===== config.mk =====
export PLATFORM = sky130hd
export DESIGN_NAME = mips_debug_ctrl
export DESIGN_NICKNAME = d
export VERILOG_FILES = /design/src/rtl/mips_debug_ctrl.sv
export SDC_FILE = /design/constraint.sdc
export NUM_CORES = 1
export LEC_CHECK = 0
export CAP_MARGIN = 25
export CORE_MARGIN = 4
export CORE_UTILIZATION = 37
export CTS_CLUSTER_DIAMETER = 80
export DETAILED_ROUTE_END_ITERATION = 10
export SLEW_MARGIN = 40
export SYNTH_ARGS = -nofsm -noshare
export SYNTH_HDL_FRONTEND = slang
export SYNTH_SLANG_ARGS = --single-unit

===== constraint.sdc =====
create_clock -name basys_clk -period 2.46 [get_ports basys_clk]
set_clock_uncertainty 0.2 [all_clocks]
set_input_delay 0.369 -clock basys_clk [delete_from_list [all_inputs] [get_ports basys_clk]]
set_output_delay 0.369 -clock basys_clk [all_outputs]
set_load 0.01 [all_outputs]

===== src/rtl/mips_debug_ctrl.sv =====
// ============================================================================
//  Module      : mips_debug_ctrl
//  Description : Host debug controller between the UART byte link and the
//                MIPS pipeline. Decodes command bytes, loads program words
//                into instruction memory, runs or single-steps the CPU, and
//                streams PC, register file and data memory back to the host.
//
//  Ports
//    basys_clk / basys_reset      : clock (rising edge), async active-low reset
//    i_rx_data / i_rx_valid       : received command/data byte and strobe
//    o_tx_data / o_tx_valid /
//    i_tx_ready                   : transmit byte stream, valid/ready handshake
//    o_im_we / o_im_addr /
//    o_im_wdata                   : instruction-memory write port
//    o_cpu_en / o_cpu_rst         : pipeline clock-enable and reset pulse
//    i_halt / i_pc                : HALT reached write-back, current PC
//    o_reg_addr / i_reg_data      : register-file debug read (1-cycle latency)
//    o_mem_addr / i_mem_data      : data-memory debug read (1-cycle latency)
//    o_busy                       : high whenever the controller is not idle
//
//  Revision    : 1.0 - initial release
// ============================================================================
`default_nettype none

module mips_debug_ctrl #(
    parameter int NBITS      = 32,
    parameter int CELDAS_REG = 32,
    parameter int CELDAS_M   = 70,
    parameter int IM_ABITS   = 8,
    parameter int RBITS      = 5,
    parameter int MBITS      = 7
) (
    input  logic                 basys_clk,
    input  logic                 basys_reset,
    input  logic [7:0]           i_rx_data,
    input  logic                 i_rx_valid,
    output logic [7:0]           o_tx_data,
    output logic                 o_tx_valid,
    input  logic                 i_tx_ready,
    output logic                 o_im_we,
    output logic [IM_ABITS-1:0]  o_im_addr,
    output logic [NBITS-1:0]     o_im_wdata,
    output logic                 o_cpu_en,
    output logic                 o_cpu_rst,
    input  logic                 i_halt,
    input  logic [NBITS-1:0]     i_pc,
    output logic [RBITS-1:0]     o_reg_addr,
    input  logic [NBITS-1:0]     i_reg_data,
    output logic [MBITS-1:0]     o_mem_addr,
    input  logic [NBITS-1:0]     i_mem_data,
    output logic                 o_busy
);

    // Command bytes
    localparam logic [7:0] c_CMD_LOAD  = 8'h4C;
    localparam logic [7:0] c_CMD_STEP  = 8'h53;
    localparam logic [7:0] c_CMD_RUN   = 8'h43;
    localparam logic [7:0] c_CMD_RESET = 8'h52;

    // Dump is one PC word, then every register, then every memory word
    localparam int c_WORDS = 1 + CELDAS_REG + CELDAS_M;
    localparam int c_CW    = ($clog2(c_WORDS + 1) > 8) ? $clog2(c_WORDS + 1) : 8;

    localparam logic [2:0] S_IDLE      = 3'd0;
    localparam logic [2:0] S_LD_CNT    = 3'd1;
    localparam logic [2:0] S_LD_BYTE   = 3'd2;
    localparam logic [2:0] S_STEP      = 3'd3;
    localparam logic [2:0] S_RUN       = 3'd4;
    localparam logic [2:0] S_DUMP_WAIT = 3'd5;  // read address settling
    localparam logic [2:0] S_DUMP_CAP  = 3'd6;  // read data valid, capture
    localparam logic [2:0] S_DUMP_TX   = 3'd7;  // shift bytes out

    logic [2:0]          r_state;
    logic [2:0]          w_state_nxt;
    logic [c_CW-1:0]     r_word;      // load word index / dump word index
    logic [c_CW-1:0]     w_word_inc;
    logic [7:0]          r_count;     // words to load
    logic [1:0]          r_byte;      // byte index within a word
    logic [NBITS-1:0]    r_shift;
    logic [NBITS-1:0]    w_cap_data;
    logic [7:0]          r_tx_data;
    logic                r_tx_valid;
    logic                r_im_we;
    logic [IM_ABITS-1:0] r_im_addr;
    logic [NBITS-1:0]    r_im_wdata;
    logic                r_cpu_en;
    logic                r_cpu_rst;
    logic [RBITS-1:0]    r_reg_addr;
    logic [MBITS-1:0]    r_mem_addr;
    logic                r_busy;

    logic                w_tx_fire;
    logic                w_last_byte;
    logic                w_last_word;
    logic                w_load_done;
    logic                w_is_pc;
    logic                w_is_reg;

    assign w_word_inc  = r_word + c_CW'(1);
    assign w_tx_fire   = r_tx_valid & i_tx_ready;
    assign w_last_byte = (r_byte == 2'd3);
    assign w_last_word = (r_word == c_CW'(c_WORDS - 1));
    assign w_load_done = (w_word_inc == c_CW'(r_count));
    assign w_is_pc     = (r_word == '0);
    assign w_is_reg    = !w_is_pc && (r_word <= c_CW'(CELDAS_REG));

    // Word 0 comes from the PC snapshot already held in the shift register
    always_comb begin
        w_cap_data = i_mem_data;
        if (w_is_pc) begin
            w_cap_data = r_shift;
        end else if (w_is_reg) begin
            w_cap_data = i_reg_data;
        end
    end

    always_comb begin
        w_state_nxt = r_state;
        case (r_state)
            S_IDLE: begin
                if (i_rx_valid) begin
                    if (i_rx_data == c_CMD_LOAD) begin
                        w_state_nxt = S_LD_CNT;
                    end else if (i_rx_data == c_CMD_STEP) begin
                        w_state_nxt = S_STEP;
                    end else if (i_rx_data == c_CMD_RUN) begin
                        w_state_nxt = S_RUN;
                    end
                end
            end
            S_LD_CNT: begin
                if (i_rx_valid) begin
                    w_state_nxt = (i_rx_data == 8'h00) ? S_IDLE : S_LD_BYTE;
                end
            end
            S_LD_BYTE: begin
                if (i_rx_valid && w_last_byte && w_load_done) begin
                    w_state_nxt = S_IDLE;
                end
            end
            S_STEP:      w_state_nxt = S_DUMP_WAIT;
            S_RUN: begin
                if (i_halt) begin
                    w_state_nxt = S_DUMP_WAIT;
                end
            end
            S_DUMP_WAIT: w_state_nxt = S_DUMP_CAP;
            S_DUMP_CAP:  w_state_nxt = S_DUMP_TX;
            S_DUMP_TX: begin
                if (w_tx_fire && w_last_byte) begin
                    w_state_nxt = w_last_word ? S_IDLE : S_DUMP_WAIT;
                end
            end
            default:     w_state_nxt = S_IDLE;
        endcase
    end

    always_ff @(posedge basys_clk or negedge basys_reset) begin
        if (!basys_reset) begin
            r_state    <= S_IDLE;
            r_word     <= '0;
            r_count    <= '0;
            r_byte     <= '0;
            r_shift    <= '0;
            r_tx_data  <= '0;
            r_tx_valid <= 1'b0;
            r_im_we    <= 1'b0;
            r_im_addr  <= '0;
            r_im_wdata <= '0;
            r_cpu_en   <= 1'b0;
            r_cpu_rst  <= 1'b0;
            r_reg_addr <= '0;
            r_mem_addr <= '0;
            r_busy     <= 1'b0;
        end else begin
            r_state   <= w_state_nxt;
            r_busy    <= (w_state_nxt != S_IDLE);
            // Strobes are single-cycle unless re-asserted below
            r_im_we   <= 1'b0;
            r_cpu_en  <= 1'b0;
            r_cpu_rst <= 1'b0;

            case (r_state)
                S_IDLE: begin
                    if (i_rx_valid) begin
                        // Enable starts the cycle after the run command,
                        // unless the CPU is already halted
                        if (i_rx_data == c_CMD_RUN) begin
                            r_cpu_en <= ~i_halt;
                        end
                        if (i_rx_data == c_CMD_RESET) begin
                            r_cpu_rst <= 1'b1;
                        end
                    end
                end
                S_LD_CNT: begin
                    if (i_rx_valid) begin
                        r_count <= i_rx_data;
                        r_word  <= '0;
                        r_byte  <= '0;
                    end
                end
                S_LD_BYTE: begin
                    if (i_rx_valid) begin
                        r_shift <= {r_shift[NBITS-9:0], i_rx_data};
                        r_byte  <= r_byte + 2'd1;
                        if (w_last_byte) begin
                            r_im_we    <= 1'b1;
                            r_im_addr  <= r_word[IM_ABITS-1:0];
                            r_im_wdata <= {r_shift[NBITS-9:0], i_rx_data};
                            r_word     <= w_word_inc;
                        end
                    end
                end
                S_STEP: begin
                    r_cpu_en   <= ~i_halt;
                    r_word     <= '0;
                    r_reg_addr <= '0;
                    r_mem_addr <= '0;
                end
                S_RUN: begin
                    r_cpu_en <= ~i_halt;
                    if (i_halt) begin
                        r_word     <= '0;
                        r_reg_addr <= '0;
                        r_mem_addr <= '0;
                    end
                end
                S_DUMP_WAIT: begin
                    if (w_is_pc) begin
                        r_shift <= i_pc;
                    end
                end
                S_DUMP_CAP: begin
                    r_shift    <= w_cap_data;
                    r_tx_data  <= w_cap_data[NBITS-1 -: 8];
                    r_tx_valid <= 1'b1;
                    r_byte     <= '0;
                    // Advance the read address now so it is stable well
                    // before the next word's capture
                    if (w_is_reg) begin
                        r_reg_addr <= (r_reg_addr == RBITS'(CELDAS_REG - 1)) ?
                                      '0 : r_reg_addr + RBITS'(1);
                    end else if (!w_is_pc) begin
                        r_mem_addr <= (r_mem_addr == MBITS'(CELDAS_M - 1)) ?
                                      '0 : r_mem_addr + MBITS'(1);
                    end
                end
                S_DUMP_TX: begin
                    if (w_tx_fire) begin
                        if (w_last_byte) begin
                            r_tx_valid <= 1'b0;
                            r_word     <= w_word_inc;
                        end else begin
                            r_byte    <= r_byte + 2'd1;
                            r_tx_data <= r_shift[NBITS-9 -: 8];
                            r_shift   <= {r_shift[NBITS-9:0], 8'h00};
                        end
                    end
                end
                default: ;
            endcase
        end
    end

    assign o_tx_data  = r_tx_data;
    assign o_tx_valid = r_tx_valid;
    assign o_im_we    = r_im_we;
    assign o_im_addr  = r_im_addr;
    assign o_im_wdata = r_im_wdata;
    assign o_cpu_en   = r_cpu_en;
    assign o_cpu_rst  = r_cpu_rst;
    assign o_reg_addr = r_reg_addr;
    assign o_mem_addr = r_mem_addr;
    assign o_busy     = r_busy;

endmodule

`default_nettype wire


### Word-level counts from Yosys, hierarchy flattened

Cells that the tools add are included.

* add/sub/neg operators: 4
* multiply operators: 0
* divide/modulo/power cells: 0
* magnitude comparators: 1
* eq/ne operators: 26
* shifts and indexed selects: 0
* multiplexer cells: 53
* bitwise gates (word level): 2
* reduce and logical (&&, ||, !) cells: 25

Operator list (count)
* $mux 32: 6
* $pmux 32 s4: 1
* $mux 8: 7
* $eq 8x7->1 const B: 5
* $pmux 8 s5: 1
* $mux 7: 4
* $mux 3: 9
* $pmux 3 s8: 1
* $pmux 7 s3: 1
* $ne 2x2->1 const B: 10
* $logic_not 8->1: 2
* $pmux 8 s2: 1
* $mux 5: 3
* $pmux 5 s3: 1
* $reduce_and 5->1: 3
* $eq 3x3->1 const B: 4
* $reduce_and 3->1: 4
* $mux 1: 10
* $mux 2: 5
* $add 8x1->8 const B: 1
* $eq 8x8->1: 1
* $le 8x6->1 const B: 1
* $pmux 2 s4: 1
* $reduce_bool 4->1: 2
* other kinds (21): 27

* bits in registers: 118
* bits in latches: 0
* bits in writable memories: 0
* bits in read-only memories: 0
* input port bits: 109
* output and inout port bits: 65
* logic and storage cells: 127
* memories: 0

### Logic depth before layout (Yosys ltp)

* word-level depth: 7
* mapped depth: 10
* depth with buffers taken out: 7

### Least setup slack after synthesis

OpenSTA, ideal clock, no wires.

* path kind: register to register
* start: register r_word[0]
* end: register r_shift[28]
* library setup time: 0.129 ns
* arrival time: 2.149 ns
* required time: 2.131 ns
* path slack: -0.018 ns
* cell stages (with the launch flop): 10
* path buffers: 2
* period minus slack after synthesis: 2.478 ns
* cells stage by stage: dfrtp_1 > inv_1 > ha_1 > nor4b_2 > buf_4 > buf_6 > mux2_2 > a221o_1 > a221oi_1 > a21oi_1

* word-level cells in the longest chain between the ends: 6
* elaborated cells on any way between the ends: 9
* classes of those cells: order compare (1); eq/ne (1); mux (3); reduce/logical (4)

Ends and longest elaborated chain
* start, declared: RTL line 75 `logic [c_CW-1:0] r_word;`
* start signal, assigned: RTL line 211 `r_word <= w_word_inc;`
* start signal, assigned: RTL line 253 `r_word <= w_word_inc;`
* branches (longest 6 deep; another with $le 8x6->1)
* end signal, assigned: RTL line 205 `r_shift <= {r_shift[NBITS-9:0], i_rx_data};`
* end signal, assigned: RTL line 231 `r_shift <= i_pc;`
* end signal, assigned: RTL line 235 `r_shift <= w_cap_data;`
* end, declared: RTL line 79 `logic [NBITS-1:0] r_shift;`

Several ways; the timed one is not identified. The select of a mux whose other input is x is not followed.
A chain may end at the register's enable or synchronous reset.

### Worst setup path after layout

* start: register r_word[1]
* end: register r_reg_addr[3] (netlist: o_reg_addr[3])

* word-level cells in the longest chain between the ends: 5
* elaborated cells on any way between the ends: 6
* classes of those cells: order compare (1); eq/ne (1); reduce/logical (4)

Ends and longest elaborated chain
* branches (longest 2 deep; another with $le 8x6->1)
* $logic_and 1x1->1 (*): RTL line 105 `assign w_is_reg = !w_is_pc && (r_word <= c_CW'(CELDAS_REG));`
* $ne 2x2->1 (no line) (*)
* $reduce_and 3->1 (no line) (*)
* end signal, assigned: RTL line 242 `r_reg_addr <= (r_reg_addr == RBITS'(CELDAS_REG - 1)) ?`
* end, declared: RTL line 88 `logic [RBITS-1:0] r_reg_addr;`

Every way passes the cells marked *.

==> impl_metrics.yaml <==
run_status:
  status: "complete, no violations"
yosys:
  syn_avg_cell_area_um2: 9.46
  synth-adder-area-share_pct: 1.53
  synth-xor-area-share_pct: 0.974
  ys_seq_area_share_pct: 41.1
  ys_ff_latch: 118
  synth_fp_nets: 877
  synth-simple-area-share_pct: 20.2
  netlist_instances: 760
  synth-compound-area-share_pct: 20.7
  yosysWarnings: 0
  synth_cell_types: 74
  muxShareOfSynthArea_pct: 10.6
  synth_edf_count: 0
  synth_flop_cell: "dfrtp_1"
  ys_async_sr_fraction_pct: 100
  synth_top_family_by_area: "compound AO/OA/AOI/OAI gates"
  synthesis.area_um2: 7190
global_route:
  track_usage_pct: 22.5
  grt_pass1_wl_um: 38500
  grt_pass1_vias: 6716
  overflow: 0
  grt_start_max_net_pins: 119
  antenna_found_initial: 0
power:
  power_density_nw_per_um2: 974
  switching_power_uw: 4030
  comb_power_share_pct: 49.4
  switching_share_pct: 39.1
  p_int_uw: 6280
  pwr-share-seq_pct: 26.0
  vdd_ir_drop_max_uv: 658
  clock_power_share_pct: 24.5
  p_leak_uw: 0.00439
cells_and_area:
  layout.nets: 1093
  fillCellCount: 1727
  n_antenna_cell: 0
  final_cell_mix: "clkdlybuf4s50_1, dfrtp_1, buf_4"
  drive_gt1_share_pct: 22.3
  syn2layout_area_growth_pct: 47.1
  final_common_cell: "clkdlybuf4s50_1"
sta:
  rsz0062_at_grt: "yes"
  fmax_mhz: 413
  fin_crit_sh_pct: 98.5
  slew_headroom_pct: 54.6
  post-route-min-period_ns: 2.42
  finalSetupViolations: 0
  worst_pin_slew_ns: 0.681
  hold_viol: 0
  timing.final.max_slew_violations: 0
  setup_tns_ns: 0
  whs_ns: 0.275
clock_tree:
  cts_tree: "yes"
  cts-root-buf: "clkbuf_16"
  cts_buffer_depth: 2
  cts_buffers: 17
  cts.sinks: 118
  clkTransAtPathRegs_ns: 0.06
  clkLatencyLatePin_ns: 0.42
  htree_levels: 4
run:
  drv_cap: 0
setup_path:
  criticalPathCategory: "register to register"
  crit_family: "simple AND/OR/NAND/NOR gates"
  cp_max_fo: 8
  crit_chain: "inv_2 -> ha_4 -> nor4b_4 -> buf_4 -> buf_4 -> xnor2_4 -> nand2_2 -> buf_12 -> or4_1 -> o211ai_1"
  cp.arrival_ns: 2.56
  worst_ep_required_time_ns: 2.59
  crit_path_frequent_cell: "buf_4"
  crit_slowest_cell: "or4_1"
  crit_buf_inv: 4
  crit_path_end_kind: "register"
  slowest_delay_ns: 0.39
  startpoint_type: "register"
route:
  post-route-drc-count: 0
  vias_per_cell: 5.57
  drt_iter0_markers: 441
  num_vias: 6952
  dr.pass1.iters: 5
  totalWireLength_um: 24700
  wire_per_inst_um: 19.8
  ant_nets: 0
floorplanning:
  initial_utilization_pct: 38.1
  die_w_um: 147
  rows: 50
  io_pins: 174
  die_area_um2: 21700
  die_y_um: 147
  coreArea_um2: 18900
place:
  gp_congestion: 0.863
  dp_hpwl_um: 17300
  io_buffers: 173
worst_hold_path:
  hp-class: "register to register"
-- state kept, by name, summed over array words and instances (netlist names) --
register / cells
o_reg_addr: 5
r_state: 3
o_busy: 1
r_count: 8
o_cpu_en: 1
r_shift: 32
o_im_we: 1
o_im_addr: 8
o_tx_data: 8
o_tx_valid: 1
o_mem_addr: 7
o_cpu_rst: 1
o_im_wdata: 32
r_word: 8
r_byte: 2
-- worst paths after layout --
path / cells past startpoint / slack [ns] / to / startpoint
min in group asynchronous: 3 / 0.37 / o_im_wdata[14] / basys_reset
worst min register to register: 2 / 0.27 / o_im_addr[2] / o_im_addr[2]
max in group asynchronous: 3 / 1.15 / r_word[6] / basys_reset
worst max-delay path: 10 / 0.04 / o_reg_addr[3] / r_word[1]
worst max register to register: 10 / 0.04 / o_reg_addr[3] / r_word[1]
worst min-delay path: 2 / 0.27 / o_im_addr[2] / o_im_addr[2]
-- layout make-up --
type                       count  area [µm²]  share of cell area, %
clock buffer                  17         425                   4.02
clock inverter                15         166                   1.57
inverter                      10        37.5                  0.355
multi-input combinational    570        4160                   39.3
sequential                   118        2950                   27.9
tap                          260         325                   3.08
timing repair buffer         259        2510                   23.8
-- cells by family (layout without fill, tap and decap cells) --
| kind of cell | Yosys count | in the layout |
|---|---|---|
| simple gates | 267 | 267 |
| compound gates | 215 | 216 |
| flops | 118 | 118 |
| buf+inv | 73 | 301 |
| mux | 70 | 70 |
| fa+ha+maj | 9 | 9 |
| xor+xnor | 8 | 8 |
-- worst register-to-register path, cell delays in order, from the launching register on --
cell,delay [ns]
dfrtp_1,0.38
inv_2,0.08
ha_4,0.14
nor4b_4,0.17
buf_4,0.18
buf_4,0.14
xnor2_4,0.13
nand2_2,0.13
buf_12,0.18
or4_1,0.40
o211ai_1,0.20
-- timing repair --
item                                    4_1_cts  5_1_grt
hold endpoints to repair                    118        0
setup buffers                                10        2
pin swaps                                    11       19
resized for setup                            19       39
cloned                                        2        1
hold buffers                                  1        0
endpoints found under the setup margin       16       46
-- synthesized netlist by cell type, drive strengths merged, types with 17 or more instances --
cell type / count / area, µm²
o21ai: 52 / 260
nand3: 24 / 120
and4: 17 / 149
dfrtp: 118 / 2950
nor2: 52 / 195
buf: 21 / 146
mux2i: 18 / 180
clkbuf: 41 / 159
a21oi: 55 / 275
nand2: 74 / 278
nor2b: 38 / 238
mux2: 52 / 586
-- stage by stage --
stage | area (µm²) | std cells | power [µW] | utilization [%] | setup WS (ns)
final | 10600 | 1249 | 10300 | 56.0 | 0.0358
after global routing | 10600 | 1249 | 10900 | 56.0 | -0.0849
after CTS | 10400 | 1246 | 10100 | 55.0 | -0.0560
after detailed placement | 9580 | 1201 | 7060 | 50.7 | -0.133
after global placement | 9580 | 1201 | 7030 | 50.7 | -0.0885
after floorplan | 7190 | 760 | 5310 | - | 0.0166
-- power groups by stage --
stage / Combinational [µW] / Clock, µW / Sequential [µW]
final: 5100 / 2530 / 2680
after global routing: 5530 / 2670 / 2740
after CTS: 4830 / 2580 / 2680
after detailed placement: 4360 / 0 / 2700
after global placement: 4320 / 0 / 2710
after floorplan: 2690 / 0 / 2620
-- layer usage --
layer  GRT usage, %  wire length (µm)  vias up
met5              0                 0        -
met4           6.43               461        0
met3           5.18              1760       30
met2           34.2             11400      258
met1           32.3             11100     3382
li1               -                 -     3282
Power figures use the tool's default switching activity.
